File: config.mk
export PLATFORM = sky130hd
export DESIGN_NAME = seq_multiplier
export DESIGN_NICKNAME = d
export VERILOG_FILES = /design/src/rtl/seq_multiplier.sv
export SDC_FILE = /design/constraint.sdc
export NUM_CORES = 1
export LEC_CHECK = 0
export CORE_MARGIN = 2
export CORE_UTILIZATION = 62
export CTS_CLUSTER_DIAMETER = 150
export DETAILED_ROUTE_END_ITERATION = 8
export GPL_ROUTABILITY_DRIVEN = 0
export PLACE_DENSITY = 0.83
export RECOVER_POWER = 25
export SKIP_CTS_REPAIR_TIMING = 1
export SYNTH_ARGS = -nofsm -noshare
export SYNTH_HDL_FRONTEND = slang
export SYNTH_SLANG_ARGS = --single-unit
File: constraint.sdc
create_clock -name clk -period 5.7 [get_ports clk]
set_input_delay 0.57 -clock clk [delete_from_list [all_inputs] [get_ports clk]]
set_output_delay 0.57 -clock clk [all_outputs]
set_load 0.02 [all_outputs]
File: src/rtl/seq_multiplier.sv
// Radix-2 shift-add multiplier; done strobes WIDTH_B+1 enabled edges after start is accepted.
// enable=0 freezes every register, so done stretches and the operation stalls.
module seq_multiplier #(
    parameter int WIDTH_A = 8,
    parameter int WIDTH_B = 8
) (
    input  logic                       clk,
    input  logic                       rst,
    input  logic                       enable,
    input  logic                       start,
    input  logic                       sign_mode,
    input  logic [WIDTH_A-1:0]         multiplicand,
    input  logic [WIDTH_B-1:0]         multiplier,
    output logic                       busy,
    output logic                       done,
    output logic [WIDTH_A+WIDTH_B-1:0] product
);
    localparam int PW = WIDTH_A + WIDTH_B;
    localparam int CW = $clog2(WIDTH_B + 1);

    typedef enum logic [1:0] {IDLE, RUN, DONE} state_t;

    state_t          state_q, state_d;
    logic [CW-1:0]   cnt_q, cnt_d;
    logic [PW-1:0]   acc_q, acc_d;
    logic [PW-1:0]   mcand_q, mcand_d;
    logic [WIDTH_B:0] mplr_q, mplr_d;
    logic            neg_q, neg_d;
    logic [PW-1:0]   product_q, product_d;

    logic [WIDTH_A:0] a_ext, a_mag;
    logic [WIDTH_B:0] b_ext, b_mag;
    logic [PW-1:0]    acc_step;

    // One extra magnitude bit keeps the most negative operand exact.
    always_comb begin
        a_ext = {sign_mode & multiplicand[WIDTH_A-1], multiplicand};
        b_ext = {sign_mode & multiplier[WIDTH_B-1], multiplier};
        a_mag = a_ext[WIDTH_A] ? -a_ext : a_ext;
        b_mag = b_ext[WIDTH_B] ? -b_ext : b_ext;
    end

    assign acc_step = acc_q + (mplr_q[0] ? mcand_q : '0);

    always_comb begin
        state_d   = state_q;
        cnt_d     = cnt_q;
        acc_d     = acc_q;
        mcand_d   = mcand_q;
        mplr_d    = mplr_q;
        neg_d     = neg_q;
        product_d = product_q;
        case (state_q)
            IDLE, DONE: begin
                if (start) begin
                    state_d = RUN;
                    cnt_d   = '0;
                    acc_d   = '0;
                    mcand_d = {{(PW-WIDTH_A-1){1'b0}}, a_mag};
                    mplr_d  = b_mag;
                    neg_d   = a_ext[WIDTH_A] ^ b_ext[WIDTH_B];
                end else begin
                    state_d = IDLE;
                end
            end
            RUN: begin
                acc_d   = acc_step;
                mcand_d = mcand_q << 1;
                mplr_d  = mplr_q >> 1;
                cnt_d   = cnt_q + CW'(1);
                if (cnt_q == CW'(WIDTH_B - 1)) begin
                    state_d   = DONE;
                    product_d = neg_q ? -acc_step : acc_step;
                end
            end
            default: state_d = IDLE;
        endcase
    end

    always_ff @(posedge clk or posedge rst) begin
        if (rst) begin
            state_q   <= IDLE;
            cnt_q     <= '0;
            acc_q     <= '0;
            mcand_q   <= '0;
            mplr_q    <= '0;
            neg_q     <= 1'b0;
            product_q <= '0;
        end else if (enable) begin
            state_q   <= state_d;
            cnt_q     <= cnt_d;
            acc_q     <= acc_d;
            mcand_q   <= mcand_d;
            mplr_q    <= mplr_d;
            neg_q     <= neg_d;
            product_q <= product_d;
        end
    end

    assign busy    = (state_q == RUN);
    assign done    = (state_q == DONE);
    assign product = product_q;
endmodule

======== Yosys cells after proc, flatten, opt, wreduce, memory -nomap -nowiden ========
Cells that the tools add are included.
storage, ports and cells
  register bits after elaboration ......... 64
  output and inout port bits .............. 18
  logic and storage cells ................. 42
cells by class
  add/subtract/negate cells ............... 5
  eq/ne operators ......................... 5
  mux-type cells .......................... 15
  bitwise logic cells ..................... 3
  reduce and logical (&&, ||, !) cells .... 7
operator list
  operator                                                count
  two-way mux 16 bit                                      4
  one-hot mux 16 bit (2 select lines)                     2
  two-way mux 9 bit                                       3
  negation 9 bit                                          2
  one-hot mux 9 bit (2 select lines)                      1
  adder 16 bit                                            1
  negation 16 bit                                         1
  AND reduction 3 bit                                     3
  one-hot mux 4 bit (2 select lines)                      1
  adder 4 x 1 -> 4 bit (second input constant)            1
  == test 4 x 3 -> 1 bit (second input constant)          1
  two-way mux 4 bit                                       1
  one-hot mux 2 bit (2 select lines)                      1
  bitwise AND 1 bit                                       2
  == test 2 x 1 -> 1 bit (second input constant)          1
  == test 2 bit (second input constant)                   1
  zero test 2 bit                                         1
  two-way mux 2 bit                                       1
  inequality test 2 x 1 -> 1 bit (second input constant)  1
  inequality test 2 bit (second input constant)           1
  AND reduction 2 bit                                     1
  nonzero test 2 bit                                      1
  OR reduction 2 bit                                      1
  two-way mux 1 bit                                       1
  XOR 1 bit                                               1

======== Logic depth before layout (Yosys ltp) ========
Gate-level depths: netlist of run 1.
  word-level depth ........................ 5
  gate-level depth with buffers ........... 12

======== Least setup slack after synthesis of run 1 ========
OpenSTA, ideal clock, no wires.
  kind .................................... register -> register
  start ................................... reg mplr_q[0]
  end ..................................... reg product_q[14], in the netlist product[14]
  library setup time ...................... 0.131 ns
  arrival ................................. 2.963 ns
  slack ................................... 2.606 ns
  cell stages (with the launch flop) ...... 13
  path buffers ............................ 1
  period minus slack after synthesis ...... 3.094 ns
  cells stage by stage .................... dfrtp_1 > clkbuf_1 > and2_1 > ha_1 > fa_1 > a211oi_2 > o21ai_2 > a2111oi_1 > nor3_1 > nor2_1 > nor2_1 > and4_1 > or3_1
between the ends
  longest elaborated chain between the ends .. 4
ends and longest elaborated chain
  item                    line  RTL
  from (decl)             27    logic [WIDTH_B:0] mplr_q, mplr_d;
  from (signal assigned)  94    mplr_q <= mplr_d;
  two-way mux 16 bit (*)  43    assign acc_step = acc_q + (mplr_q[0] ? mcand_q : '0);
  adder 16 bit (*)        43
  negation 16 bit         73    product_d = neg_q ? -acc_step : acc_step;
  two-way mux 16 bit (*)  73
  to (signal assigned)    96    product_q <= product_d;
  to (decl)               29    logic [PW-1:0] product_q, product_d;
Every way passes the cells marked *; elsewhere a longest branch is shown, timed or not.
A chain may end at the register's enable or synchronous reset.

==> impl_metrics.py, run 1 <==
metrics = {
    "outcome": {
        "status": "finished, violations left",
        "violations": "capacitance limit, slew limit",
    },
    "cells_and_area": {
        "fill_cells": 488,
        "fin_cells": 558,
        "final_area_sq_um": 4650,
        "final_util_pct": 74.0,
        "nets": 517,
        "syn_to_final_growth_pct": 16.6,
        "n_antenna_cell": 0,
        "drive_above_1_share_pct": 7.28,
        "final_cell_mix": "dfrtp_1 (64), nand2_1 (61), o21ai_0 (55), clkdlybuf4s50_1 (37), a21oi_1 (24)",
        "final_common_cell": "dfrtp_1",
    },
    "placement": {
        "port_buffers": 38,
        "place_area_sq_um": 4410,
        "dp_cells": 542,
        "dp_hpwl_um": 5900,
        "post-place-ws_ns": 2.35,
    },
    "sta": {
        "finalHoldViolations": 0,
        "period_share_pct": 66.3,
        "fin_tns_setup_ns": 0,
        "tightest_slew_ns": 3.29,
        "relSlewSlack_pct": -119,
        "maxSlewViolCount": 65,
        "whs_ns": 0.478,
        "rsz0062_at_grt": "no",
        "fin_skew_ns": 0.00911,
        "finalWorstSetupSlack_ns": 1.92,
        "min_period_ns": 3.78,
        "max_freq_mhz": 265,
        "finalSetupViolCount": 0,
    },
    "critical_path": {
        "cp_max_fo": 64,
        "cp.required_ns": 5.41,
        "worstRegToRegCells": 11,
        "slowest_delay_ns": 2.31,
        "end_kind": "async pin",
        "timing_worst_setup_path_type": "input pin to async pin",
        "slowest_stage": "clkbuf_1",
        "worstPathCellList": "dlygate4sd3_1, clkinv_1, clkbuf_1",
        "path_buf_inv": 3,
        "cp_num_cells": 3,
        "arrival_ns": 3.49,
        "cp_top_family": "buffers and inverters",
        "critPathLaunchType": "input pin",
    },
    "global_route": {
        "antenna_found_initial": 0,
        "grt_max_degree": 65,
        "grt_pass1_wl_um": 14400,
        "gr-usage-all-layers_pct": 25.1,
        "grt_pass1_vias": 3183,
        "gr-total-overflow": 0,
    },
    "yosys": {
        "ys_seq_area_share_pct": 40.2,
        "synth.net_count": 484,
        "synthFlopType": "dfrtp_1",
        "syn_area_sq_um": 3990,
        "syn_avg_cell_area_sq_um": 9.00,
        "ys_ff_latch": 64,
        "synth-edff-count": 0,
        "yosys_warnings": 0,
        "syn_inst": 443,
        "synth-async-reset-ratio_pct": 100,
        "ys_types": 54,
    },
    "power": {
        "finalPower_mw": 2.24,
        "leakagePower_nw": 2.13,
        "powerDensity_nw_per_um2": 482,
        "ir_worst_vdd_mv": 0.322,
    },
    "clock_tree": {
        "tritoncts": "done",
        "path_clk_slew_ns": 0.08,
        "cts_sinks": 64,
        "htreeDepth": 3,
        "cts_max_path_buffers": 2,
        "clkLatencyLatePin_ns": 0.34,
        "cts_inserted_buffers": 9,
        "root_buffer": "clkbuf_8",
    },
    "floorplan": {
        "pin_count": 39,
        "coreArea_sq_um": 6280,
        "row_count": 29,
        "die_area_sq_um": 7090,
        "die_y_um": 84.2,
        "die_w_um": 84.2,
        "start_util_pct": 63.5,
    },
    "routing": {
        "num_vias": 3315,
        "drc_errors": 0,
        "first_pass_iters": 5,
        "wire_per_inst_um": 14.9,
        "drtAntennaViolNets": 0,
        "wl_um": 8290,
        "drt_iter0_markers": 260,
        "viasPerCell": 5.94,
    },
    "min_path": {
        "min_path_type": "flip-flop to flip-flop",
        "hold-path-cell-count": 2,
    },
    "flow_run": {
        "max_cap_viol_count": 1,
    },
}
[where the power goes]
part	switching (mW)	internal (mW)	leakage, nW
Combinational	0.590	0.424	1.16
Sequential	0.130	0.618	0.856
Clock	0.185	0.291	0.119
[worst reg2reg max path, stage by stage (launching register included)]
cell	delay [ns]
dfrtp_1	0.52
and2_1	0.24
ha_1	0.21
fa_1	0.45
a211oi_2	0.23
o21ai_2	0.14
a2111oi_1	0.53
nor3_1	0.14
nor2_1	0.24
nor2_1	0.09
and4_1	0.18
or3_1	0.33
[synthesized netlist by cell type, drive strengths merged, types with 2 or more instances]
master  count  area (sq um)
a22oi      10          75.1
nor2       20          75.1
clkbuf     15          56.3
xnor2      17           156
o31ai       8          60.1
nand2      61           229
xor2       17           149
a211oi      5          60.1
dfrtp      64          1600
and3        3          18.8
o211ai      6          63.8
nand3      12          60.1
a21oi      27           146
nand4b      2          32.5
o211a       2          20.0
buf         4          23.8
a21o        2          15.0
nand2b      3          18.8
nand4       3          18.8
a31oi       4          25.0
a22o       13           114
and2       18           113
inv        15          56.3
or2         4          25.0
mux2i       3          30.0
o21ai      59           299
or3         6          37.5
ha         19           238
nor3        8          40.0
[path summary, 6_finish.rpt]
check	from	end	slack, ns
min in group asynchronous	rst	mcand_q[1]	1.93
setup reg to reg	mplr_q[0]	product[14]	2.28
setup / recovery	rst	mcand_q[13]	1.92
hold reg to reg	product[10]	product[10]	0.48
max in group clk	mplr_q[0]	product[14]	2.28
hold / removal	product[10]	product[10]	0.48
[sequential cells by signal, indices dropped and copies added, names as in the netlist]
| name | count |
|---|---|
| cnt_q | 4 |
| mcand_q | 16 |
| mplr_q | 9 |
| state_q | 2 |
| neg_q | 1 |
| product | 16 |
| acc_q | 16 |
[layout make-up]
type                    instances  area (sq um)  share of cell area (%)
flip-flops and latches         64          1600                    34.5
clock buffers                   9           124                    2.66
clock inverters                 7           120                    2.58
inverters                      15          56.3                    1.21
repair buffers                 41           399                    8.59
well taps                      77          96.3                    2.07
multi-input cells             345          2250                    48.4
[kinds of logic after synthesis]
kind of cell / synth area share [%]
AND/OR/NAND/NOR: 17.6
XOR/XNOR: 7.66
AO/OA/AOI/OAI: 23.9
buffers and inverters: 3.42
multiplexers: 0.753
flip-flops: 40.2
adder cells (fa/ha/maj): 6.47
[per-layer routing]
layer	global-route usage [%]	up-vias	part of all wire, %	wire [um]
li1	-	1649	-	-
met1	33.1	1552	45	3730
met2	41.5	100	48	4000
met3	4.13	14	5.1	425
met4	10.7	0	1.5	125
met5	0	-	0	0
(Power assumes the default switching activity.)
==> inputs of run 2 (changes only) <==
--- a/config.mk
+++ b/config.mk
@@ -6,11 +6,11 @@
 export NUM_CORES = 1
 export LEC_CHECK = 0
 export CORE_MARGIN = 2
-export CORE_UTILIZATION = 62
+export CORE_UTILIZATION = 58
 export CTS_CLUSTER_DIAMETER = 150
 export DETAILED_ROUTE_END_ITERATION = 8
 export GPL_ROUTABILITY_DRIVEN = 0
-export PLACE_DENSITY = 0.83
+export PLACE_DENSITY = 0.78
 export RECOVER_POWER = 25
 export SKIP_CTS_REPAIR_TIMING = 1
 export SYNTH_ARGS = -nofsm -noshare
==> constraint.sdc (replaced) <==
create_clock -name clk -period 3.5 [get_ports clk]
set_input_delay 0.35 -clock clk [delete_from_list [all_inputs] [get_ports clk]]
set_output_delay 0.35 -clock clk [all_outputs]
set_load 0.02 [all_outputs]
==> run 2 against run 1 <==
  * Power up 58%
  * Global-route usage down 0.97 points
  * Highest routed layer unchanged
  * Clock power increased by 33%
  * The flow still finishes with violations (capacitance limit, slew limit)
  * Critical endpoint is now product[14]
  * First-iteration DRC count shrank 6.5%
  * Via count rose by 0.97%
  * Critical path type is now flip-flop to flip-flop
==> impl_metrics.py, run 2 (same netlist as run 1, synthesis figures left out) <==
metrics = {
    "cells_and_area": {
        "final_cell_mix": "dfrtp_1 (64), nand2_1 (61), o21ai_0 (55), clkdlybuf4s50_1 (37), a21oi_1 (24)",
        "n_antenna_cell": 0,
        "nets": 521,
        "syn_to_final_growth_pct": 16.7,
        "final_area_sq_um": 4650,
        "fin_cells": 565,
        "drive_above_1_share_pct": 8.25,
        "fill_cells": 560,
        "final_common_cell": "dfrtp_1",
    },
    "power": {
        "switching_share_pct": 41.8,
        "finalPower_mw": 3.54,
        "clkPwrFrac_pct": 17.9,
        "ir_worst_vdd_mv": 0.352,
        "p_int_mw": 2.06,
        "comb_power_share_pct": 48.0,
        "p_sw_mw": 1.48,
        "leakagePower_nw": 2.14,
        "seq_power_share_pct": 34.1,
        "powerDensity_nw_per_um2": 762,
    },
    "placement": {
        "post-place-ws_ns": 0.286,
        "dp_hpwl_um": 6320,
        "dp_cells": 549,
        "port_buffers": 38,
        "place_area_sq_um": 4450,
    },
    "critical_path": {
        "arrival_ns": 3.54,
        "cp_top_family": "simple AND/OR/NAND/NOR gates",
        "cp_max_fo": 9,
        "path_buf_inv": 0,
        "slowest_delay_ns": 0.52,
        "end_kind": "flip-flop",
        "worstPathCellList": "and2_1, ha_1, fa_1, a211oi_2, o21ai_2, a2111oi_1, nor3_1, nor2_1, nor2_1, and4_1, or3_1",
        "critPathLaunchType": "flip-flop",
        "timing.critical_path.mode_cell": "nor2_1",
        "cp.required_ns": 3.73,
        "slowest_stage": "a2111oi_1",
        "timing_worst_setup_path_type": "flip-flop to flip-flop",
    },
    "clock_tree": {
        "htreeDepth": 3,
        "cts_inserted_buffers": 9,
        "clkLatencyLatePin_ns": 0.35,
        "path_clk_slew_ns": 0.07,
        "cts_max_path_buffers": 2,
        "tritoncts": "done",
        "root_buffer": "clkbuf_8",
        "cts_sinks": 64,
    },
    "sta": {
        "finalHoldViolations": 0,
        "max_freq_mhz": 302,
        "period_share_pct": 94.5,
        "fin_skew_ns": 0.00804,
        "finalSetupViolCount": 0,
        "tightest_slew_ns": 1.51,
        "fin_tns_setup_ns": 0,
        "relSlewSlack_pct": -1.09,
        "maxSlewViolCount": 42,
        "finalWorstSetupSlack_ns": 0.191,
        "min_period_ns": 3.31,
        "rsz0062_at_grt": "no",
    },
    "global_route": {
        "gr-usage-all-layers_pct": 24.2,
        "grt_pass1_wl_um": 14300,
        "antenna_found_initial": 0,
        "grt_max_degree": 42,
        "grt_pass1_vias": 3226,
        "gr-total-overflow": 0,
    },
    "floorplan": {
        "start_util_pct": 59.3,
        "pin_count": 39,
        "die_area_sq_um": 7550,
        "die_y_um": 86.9,
        "die_w_um": 86.9,
        "row_count": 30,
        "coreArea_sq_um": 6720,
    },
    "min_path": {
        "min_path_type": "flip-flop to flip-flop",
    },
    "routing": {
        "drc_errors": 0,
        "num_vias": 3347,
        "wire_per_inst_um": 14.9,
        "drtAntennaViolNets": 0,
        "viasPerCell": 5.92,
        "wl_um": 8440,
        "drt_iter0_markers": 243,
        "first_pass_iters": 4,
    },
    "outcome": {
        "violations": "capacitance limit, slew limit",
        "status": "finished, violations left",
    },
    "flow_run": {
        "max_cap_viol_count": 1,
    },
}
run 2: layout make-up:
cell class	instances	area (sq um)	area share, %
tap	80	100	2.15
clock buffer	9	124	2.66
multi-input combinational	345	2250	48.4
timing repair buffer	45	445	9.58
clock inverter	7	72.6	1.56
sequential	64	1600	34.4
inverter	15	56.3	1.21
run 2: stage by stage:
step / utilization, % / hold slack, ns
after floorplan: - / 0.439
after global placement: 66.3 / 0.460
after detailed placement: 66.3 / 0.466
after CTS: 69.2 / 0.484
after global routing: 69.2 / 0.502
final: 69.2 / 0.475
run 2: worst paths after layout:
| path | slack, ns | startpoint | end | depth (start not counted) |
|---|---|---|---|---|
| setup / recovery | 0.19 | mplr_q[0] | product[14] | 11 |
| setup reg to reg | 0.19 | mplr_q[0] | product[14] | 11 |
| hold / removal | 0.48 | product[6] | product[6] | 2 |
| max in group asynchronous | 1.56 | rst | product[7] | 3 |
| hold reg to reg | 0.48 | product[6] | product[6] | 2 |
| min in group asynchronous | 0.89 | rst | mcand_q[0] | 2 |
run 2: worst min-delay path, stage by stage, from the launching register on:
cell	delay [ns]
dfrtp_1	0.34
nand2_1	0.04
o21ai_0	0.06
run 2: power groups by stage:
| stage | Combinational [mW] | Sequential, mW | Clock, mW |
|---|---|---|---|
| 2_1_floorplan | 1.19 | 1.23 | 0 |
| 3_3_place_gp | 1.65 | 1.21 | 0 |
| 3_5_place_dp | 1.70 | 1.22 | 0 |
| 4_1_cts | 1.70 | 1.21 | 0.639 |
| 5_1_grt | 1.89 | 1.25 | 0.667 |
| 6_report | 1.70 | 1.21 | 0.633 |
run 2: layer usage:
metal | part of all wire [%] | track usage (%) | up-vias
met5 | 0 | 0 | -
met4 | 2.5 | 11.2 | 0
met3 | 4.8 | 3.51 | 24
met2 | 47 | 41.9 | 115
met1 | 45 | 29.6 | 1552
li1 | - | - | 1656
